[config.mk]
export PLATFORM = sky130hd
export DESIGN_NAME = emulador_teclado
export DESIGN_NICKNAME = d
export VERILOG_FILES = /design/src/rtl/emulador_teclado.sv
export SDC_FILE = /design/constraint.sdc
export NUM_CORES = 1
export LEC_CHECK = 0
export CAP_MARGIN = 20
export CORE_MARGIN = 3
export CORE_UTILIZATION = 53
export CTS_CLUSTER_SIZE = 25
export DETAILED_ROUTE_END_ITERATION = 16
export PLACE_DENSITY_LB_ADDON = 0.12
export SETUP_SLACK_MARGIN = 0.4
export SYNTH_ARGS = -nofsm -noshare
export SYNTH_HDL_FRONTEND = slang
export SYNTH_SLANG_ARGS = --single-unit
[constraint.sdc]
create_clock -name clk -period 3.3 [get_ports clk]
set_input_delay 0.66 -clock clk [delete_from_list [all_inputs] [get_ports clk]]
set_output_delay 0.66 -clock clk [all_outputs]
set_load 0.005 [all_outputs]
[src/rtl/emulador_teclado.sv]
// ---------------------------------------------------------------------------
// emulador_teclado
//
// Passive 4x4 matrix-keypad emulator. It sits on the key-switch side of a
// keypad scan interface: the scanner drives one column low at a time and the
// emulator pulls the matching row low while an emulated key is closed.
// Each accepted press runs bounce / solid hold / bounce, then pulses listo.
//
// Parameters
//   REBOTE_CICLOS   cycles of contact bounce on press and on release (0 = none)
//   MANTENER_CICLOS cycles of solid contact, 1..65535
//
// Ports
//   clk           system clock, all state on the rising edge
//   rst_n         asynchronous active-low reset
//   tecla_valid   press request
//   tecla_ready   emulator can accept a request (state IDLE)
//   tecla_codigo  key index = fila*4 + columna
//   columnas      scanner column drive, active-low, columna c on columnas[3-c]
//   filas         row sense back to scanner, active-low, fila f on filas[3-f]
//   ocupado       press sequence in progress
//   listo         one-cycle pulse when the sequence completes
//   estado_dbg    current FSM state, for checkers and debug
//
// Handshake: a request transfers on a rising edge where tecla_valid and
// tecla_ready are both high. tecla_codigo is only sampled on that edge.
// A request presented while busy is not stored; the requester must hold
// tecla_valid until it sees tecla_ready.
// ---------------------------------------------------------------------------
module emulador_teclado #(
  parameter int REBOTE_CICLOS   = 8,
  parameter int MANTENER_CICLOS = 64
) (
  input  logic       clk,
  input  logic       rst_n,
  input  logic       tecla_valid,
  output logic       tecla_ready,
  input  logic [3:0] tecla_codigo,
  input  logic [3:0] columnas,
  output logic [3:0] filas,
  output logic       ocupado,
  output logic       listo,
  output logic [2:0] estado_dbg
);

  typedef enum logic [2:0] {
    IDLE       = 3'd0,
    REBOTE_ON  = 3'd1,
    PRESIONADO = 3'd2,
    REBOTE_OFF = 3'd3,
    FIN        = 3'd4
  } estado_t;

  // Counter reload values: a state lasting N cycles is entered with N-1.
  localparam logic [15:0] CARGA_REBOTE   =
    16'((REBOTE_CICLOS > 0) ? (REBOTE_CICLOS - 1) : 0);
  localparam logic [15:0] CARGA_MANTENER =
    16'((MANTENER_CICLOS > 0) ? (MANTENER_CICLOS - 1) : 0);
  localparam bit SIN_REBOTE = (REBOTE_CICLOS == 0);

  estado_t     estado_q, estado_d;
  logic [15:0] cnt_q, cnt_d;
  logic [1:0]  fila_q, fila_d;
  logic [1:0]  col_q, col_d;
  logic        contacto_q, contacto_d;
  logic [7:0]  lfsr_q, lfsr_d;
  logic        acepta;

  assign acepta = tecla_valid && tecla_ready;

  // Fibonacci LFSR x^8+x^6+x^5+x^4+1. It free-runs from reset so that the
  // bounce pattern of a press depends only on the cycle it was accepted in.
  assign lfsr_d = {lfsr_q[6:0], lfsr_q[7] ^ lfsr_q[5] ^ lfsr_q[4] ^ lfsr_q[3]};

  always_ff @(posedge clk or negedge rst_n) begin
    if (!rst_n) begin
      estado_q   <= IDLE;
      cnt_q      <= 16'd0;
      fila_q     <= 2'd0;
      col_q      <= 2'd0;
      contacto_q <= 1'b0;
      lfsr_q     <= 8'hA5;
    end else begin
      estado_q   <= estado_d;
      cnt_q      <= cnt_d;
      fila_q     <= fila_d;
      col_q      <= col_d;
      contacto_q <= contacto_d;
      lfsr_q     <= lfsr_d;
    end
  end

  always_comb begin
    estado_d = estado_q;
    cnt_d    = (cnt_q == 16'd0) ? 16'd0 : (cnt_q - 16'd1);
    fila_d   = fila_q;
    col_d    = col_q;

    case (estado_q)
      IDLE: begin
        if (acepta) begin
          fila_d = tecla_codigo[3:2];
          col_d  = tecla_codigo[1:0];
          if (SIN_REBOTE) begin
            estado_d = PRESIONADO;
            cnt_d    = CARGA_MANTENER;
          end else begin
            estado_d = REBOTE_ON;
            cnt_d    = CARGA_REBOTE;
          end
        end
      end
      REBOTE_ON: begin
        if (cnt_q == 16'd0) begin
          estado_d = PRESIONADO;
          cnt_d    = CARGA_MANTENER;
        end
      end
      PRESIONADO: begin
        if (cnt_q == 16'd0) begin
          if (SIN_REBOTE) begin
            estado_d = FIN;
            cnt_d    = 16'd0;
          end else begin
            estado_d = REBOTE_OFF;
            cnt_d    = CARGA_REBOTE;
          end
        end
      end
      REBOTE_OFF: begin
        if (cnt_q == 16'd0) begin
          estado_d = FIN;
          cnt_d    = 16'd0;
        end
      end
      FIN: begin
        estado_d = IDLE;
        cnt_d    = 16'd0;
      end
      default: begin
        estado_d = IDLE;
        cnt_d    = 16'd0;
      end
    endcase

    // Contact is registered from the state being entered, so the first
    // visible contact appears in the cycle right after the accept edge.
    case (estado_d)
      PRESIONADO:            contacto_d = 1'b1;
      REBOTE_ON, REBOTE_OFF: contacto_d = lfsr_q[0];
      default:               contacto_d = 1'b0;
    endcase
  end

  // Passive switch: the row follows the latched column combinationally.
  // Other driven columns are ignored (no ghosting).
  always_comb begin
    filas = 4'b1111;
    if (contacto_q && !columnas[2'd3 - col_q]) begin
      filas[2'd3 - fila_q] = 1'b0;
    end
  end

  assign tecla_ready = (estado_q == IDLE);
  assign ocupado     = (estado_q != IDLE);
  assign listo       = (estado_q == FIN);
  assign estado_dbg  = estado_q;

  // Hold length must fit the 16-bit counter and cannot be zero.
  always_ff @(posedge clk) begin
    if (rst_n) begin
      assert (MANTENER_CICLOS >= 1 && MANTENER_CICLOS <= 65535)
        else $error("emulador_teclado: MANTENER_CICLOS out of range 1..65535");
    end
  end

endmodule

==> out/qor.tcl <==
set qor(tightest_slew_margin_relative_to_the_limit_pct) 56.0
set qor(floorplan.die.width_um) 59.8
set qor(synth_area_per_cell_um2) 10.6
set qor(global_route_usage_over_all_layers_pct) 19.6
set qor(numCtsBuffers) 5
set qor(power.share.sequential_pct) 60.9
set qor(grt_first_pass_wirelength_um) 5090
set qor(die_height_um) 59.8
set qor(cp_data_required_time_ns) 2.64
set qor(route.detailed.wl_per_inst_um) 15.6
set qor(stdcell_area_mm2) 0.00182
set qor(register_area_um2) 806
set qor(grt_antenna_before_repair) 0
set qor(finalSetupViolCount) 0
set qor(syn_to_final_growth_pct) 18.5
set qor(io_buffer_count) 20
set qor(use_met1_pct) 22.1
set qor(synth-seq-cells) 32
set qor(drc) 0
set qor(yosys_warnings) 0
set qor(total_leakage_power_nw) 0.840
set qor(critical_path_launch_point) {columnas[0]}
set qor(asyncSetResetFlopFracSynth_pct) 100
set qor(period_minus_slack_ns) 2.86
set qor(outcome) {finished clean}
set qor(postRouteAntennaNets) 0
set qor(dr.pass1.iters) 4
set qor(detailedPlacementHpwl_um) 2230
set qor(first_global_vias) 1165
set qor(synthesis.nets) 157
set qor(worst_skew_pair.late_latency_ns) 0.32
set qor(row_count) 18
set qor(critical_path_start_type) {input pin}
set qor(worstPathCellList) {clkdlybuf4s50_1 -> mux4_2 -> nand2b_4 -> or3_1 -> clkdlybuf4s15_1}
set qor(htreeDepth) 2
set qor(post_dp_cell_area_mm2) 0.00174
set qor(weighted_congestion_reported_at_the_end_of_routability_driven_placement) 0.781
set qor(netSwitchingPower_mw) 0.133
set qor(antennaDiodeCount) 0
set qor(grt.met3_usage_pct) 7.13
set qor(timing.critical_path.slowest_cell_delay_ns) 0.46
set qor(yosys_most_used_dff) {sky130_fd_sc_hd__dfrtp_1}
set qor(grt_start_max_net_pins) 33
set qor(multiInputGateArea_um2) 682
set qor(report.final.slew_viol_count) 0
set qor(numClockSinks) 32
set qor(rsz0062_at_grt) {yes}
set qor(tritoncts) {yes}
set qor(number_of_enable_flip_flop_cells_after_synthesis) 0
set qor(critical_path_fanout_max) 4
set qor(grt.met2_usage_pct) 34.1
set qor(initial_utilization_pct) 58.6
set qor(timing.final.crit_share_pct) 86.5
set qor(setup_total_negative_slack_ns) 0
set qor(cts_max_path_buffers) 2
set qor(synth.cell_area_mm2) 0.00153
set qor(final_nets) 179
set qor(placeableCoreArea_mm2) 0.00261
set qor(cts_root_buffer) {sky130_fd_sc_hd__clkbuf_4}
set qor(path_clk_slew_ns) 0.09
set qor(hold_start) {lfsr_q[1]}
set qor(worst_hold_path_type) {reg2reg}
set qor(final_core_utilization_pct) 69.5
set qor(grt_busiest_layer) {met2}
set qor(die-area_mm2) 0.00357
set qor(hold_viol) 0
set qor(share_of_synthesized_area_occupied_by_flip_flops_and_latches_pct) 52.6
set qor(synthCells) 145
set qor(drt_first_iter_violations) 62
set qor(floorplan.io_pins) 21
set qor(cp_top_family) {buffers and inverters}
set qor(vias_per_cell) 5.83
set qor(detailroute.via_count) 1155
set qor(route.final.wire_length_um) 3080
set qor(power.clock.fraction_pct) 35.4
set qor(timing_worst_setup_path_type) {in2out}
set qor(critical-path-slowest-cell) {sky130_fd_sc_hd__mux4_2}
set qor(cp.buffers_inverters) 2
set qor(worstSetupEndpointType) {output pin}
set qor(maxCapViolations) 0
set qor(sw_ratio_pct) 20.7
set qor(timing.clock.skew_ns) 0.00669
set qor(fmax_mhz) 350
set qor(post_route_cells_drive_above_1_share_pct) 15.5
set qor(overflow_left_after_global_routing) 0
set qor(power.density_cell_area_mw_per_mm2) 354
set qor(timing.rr.start) {cnt_q[0]}
set qor(worst-endpoint-arrival_ns) 2.20
set qor(cellInternalPower_mw) 0.510
set qor(worst_slew_pin_slew_ns) 0.655
set qor(fillers) 208
set qor(synthDistinctLibCells) 37
set qor(power.combinational.fraction_pct) 3.7
set qor(peakVddDrop_uv) 268
-- worst reg2reg max path: stages, from the launching register on --
cell                      delay (ns)
sky130_fd_sc_hd__dfrtp_1        0.40
sky130_fd_sc_hd__inv_1          0.08
sky130_fd_sc_hd__ha_1           0.18
sky130_fd_sc_hd__or3b_2         0.54
sky130_fd_sc_hd__or3_1          0.51
sky130_fd_sc_hd__or4_4          0.54
sky130_fd_sc_hd__a21oi_2        0.14
-- sequential cells by signal, summed over array words and instances (netlist names) --
register,cells
cnt_q,16
col_q,2
contacto_q,1
estado_dbg,3
fila_q,2
lfsr_q,8
-- per-stage QoR --
stage / worst slack (ns) / total power [mW] / instances / hold slack, ns
3_3_place_gp: 0.207 / 0.422 / 189 / 0.338
5_1_grt: 0.392 / 0.673 / 198 / 0.364
3_5_place_dp: 0.142 / 0.423 / 189 / 0.339
6_report: 0.444 / 0.643 / 198 / 0.362
4_1_cts: 0.376 / 0.650 / 197 / 0.364
2_1_floorplan: 0.984 / 0.402 / 145 / 0.333
-- timing repair --
item	4_1_cts	5_1_grt
resized for setup	6	2
hold endpoints to repair	0	0
cloned	0	0
endpoints found under the setup margin	4	1
hold buffers	0	0
buffers inserted	0	1
-- synth_stat cells (2+ instances only) --
library cell,n,area (um^2)
sky130_fd_sc_hd__xnor2_1,9,78.8
sky130_fd_sc_hd__dfstp_2,4,105
sky130_fd_sc_hd__or4_1,4,30.0
sky130_fd_sc_hd__xor2_1,4,35.0
sky130_fd_sc_hd__nor2_1,15,56.3
sky130_fd_sc_hd__nand2b_1,2,12.5
sky130_fd_sc_hd__or2_2,2,12.5
sky130_fd_sc_hd__o31ai_1,4,30.0
sky130_fd_sc_hd__a21oi_1,7,35.0
sky130_fd_sc_hd__a32oi_1,2,17.5
sky130_fd_sc_hd__clkbuf_1,5,18.8
sky130_fd_sc_hd__nor4_1,6,37.5
sky130_fd_sc_hd__or3_1,6,37.5
sky130_fd_sc_hd__o21ai_0,5,25.0
sky130_fd_sc_hd__nand2_1,3,11.3
sky130_fd_sc_hd__nor3_1,3,15.0
sky130_fd_sc_hd__nor2b_1,4,25.0
sky130_fd_sc_hd__a31oi_1,3,18.8
sky130_fd_sc_hd__mux2_2,4,45.0
sky130_fd_sc_hd__and2_1,2,12.5
sky130_fd_sc_hd__dfrtp_1,28,701
sky130_fd_sc_hd__inv_1,5,18.8
sky130_fd_sc_hd__nand3_1,4,20.0
-- cell usage in the layout, fill, tap and decap left out, types with 3 or more instances in the layout --
cell,count
sky130_fd_sc_hd__a21oi_1,7
sky130_fd_sc_hd__xor2_1,4
sky130_fd_sc_hd__inv_1,5
sky130_fd_sc_hd__or4_1,4
sky130_fd_sc_hd__nand3_1,4
sky130_fd_sc_hd__mux2_2,4
sky130_fd_sc_hd__or3_1,6
sky130_fd_sc_hd__clkbuf_4,5
sky130_fd_sc_hd__o21ai_0,5
sky130_fd_sc_hd__nor3_1,3
sky130_fd_sc_hd__dfstp_2,4
sky130_fd_sc_hd__nor2b_1,4
sky130_fd_sc_hd__o31ai_1,4
sky130_fd_sc_hd__xnor2_1,9
sky130_fd_sc_hd__clkdlybuf4s50_1,16
sky130_fd_sc_hd__nor2_1,14
sky130_fd_sc_hd__dfrtp_1,28
sky130_fd_sc_hd__nand2_1,3
sky130_fd_sc_hd__nor4_1,6
sky130_fd_sc_hd__a31oi_1,3
-- cell families (layout without fill, tap and decap cells) --
logic type                 after synthesis  count (layout)  synth area share, %
AOI/OAI and AO/OA                       27              27                 11.4
xor gates and xnor gates                13              13                 7.43
adders and majority gates                1               1                0.817
buffers and inverters                   12              35                 3.51
DFF                                     32              32                 52.6
muxes                                    5               5                 4.41
and+or+nand+nor                         55              55                 19.9
-- cell type report --
class                   instances  area share (%)
multi-input cells             101            37.6
repair buffers                 22            11.7
flip-flops and latches         32            44.4
clock buffers                   8            3.24
well taps                      30            2.07
inverters                       5            1.03
-- power groups by stage --
| stage | sequential, mW | clock, mW | combinational (mW) |
|---|---|---|---|
| 2_1_floorplan | 0.400 | 0 | 0.00252 |
| 3_3_place_gp | 0.400 | 0 | 0.0229 |
| 3_5_place_dp | 0.400 | 0 | 0.0237 |
| 4_1_cts | 0.392 | 0.234 | 0.0242 |
| 5_1_grt | 0.392 | 0.254 | 0.0260 |
| 6_report | 0.392 | 0.228 | 0.0235 |
-- routing by layer --
layer	routed length [um]	share of wire (%)
met1	1260	41
met2	1640	53
met3	140	4.5
met4	41	1.3
met5	0	0
-- worst paths after layout --
path                        endpoint  slack (ns)  cells after the start
min in group asynchronous  lfsr_q[4]        0.72                      2
min                        lfsr_q[2]        0.36                      0
max reg2reg                cnt_q[14]        0.85                      6
max                         filas[3]        0.44                      5
min reg2reg                lfsr_q[2]        0.36                      0
max in group asynchronous  lfsr_q[5]        2.26                      2
Power figures use the tool's default switching activity.
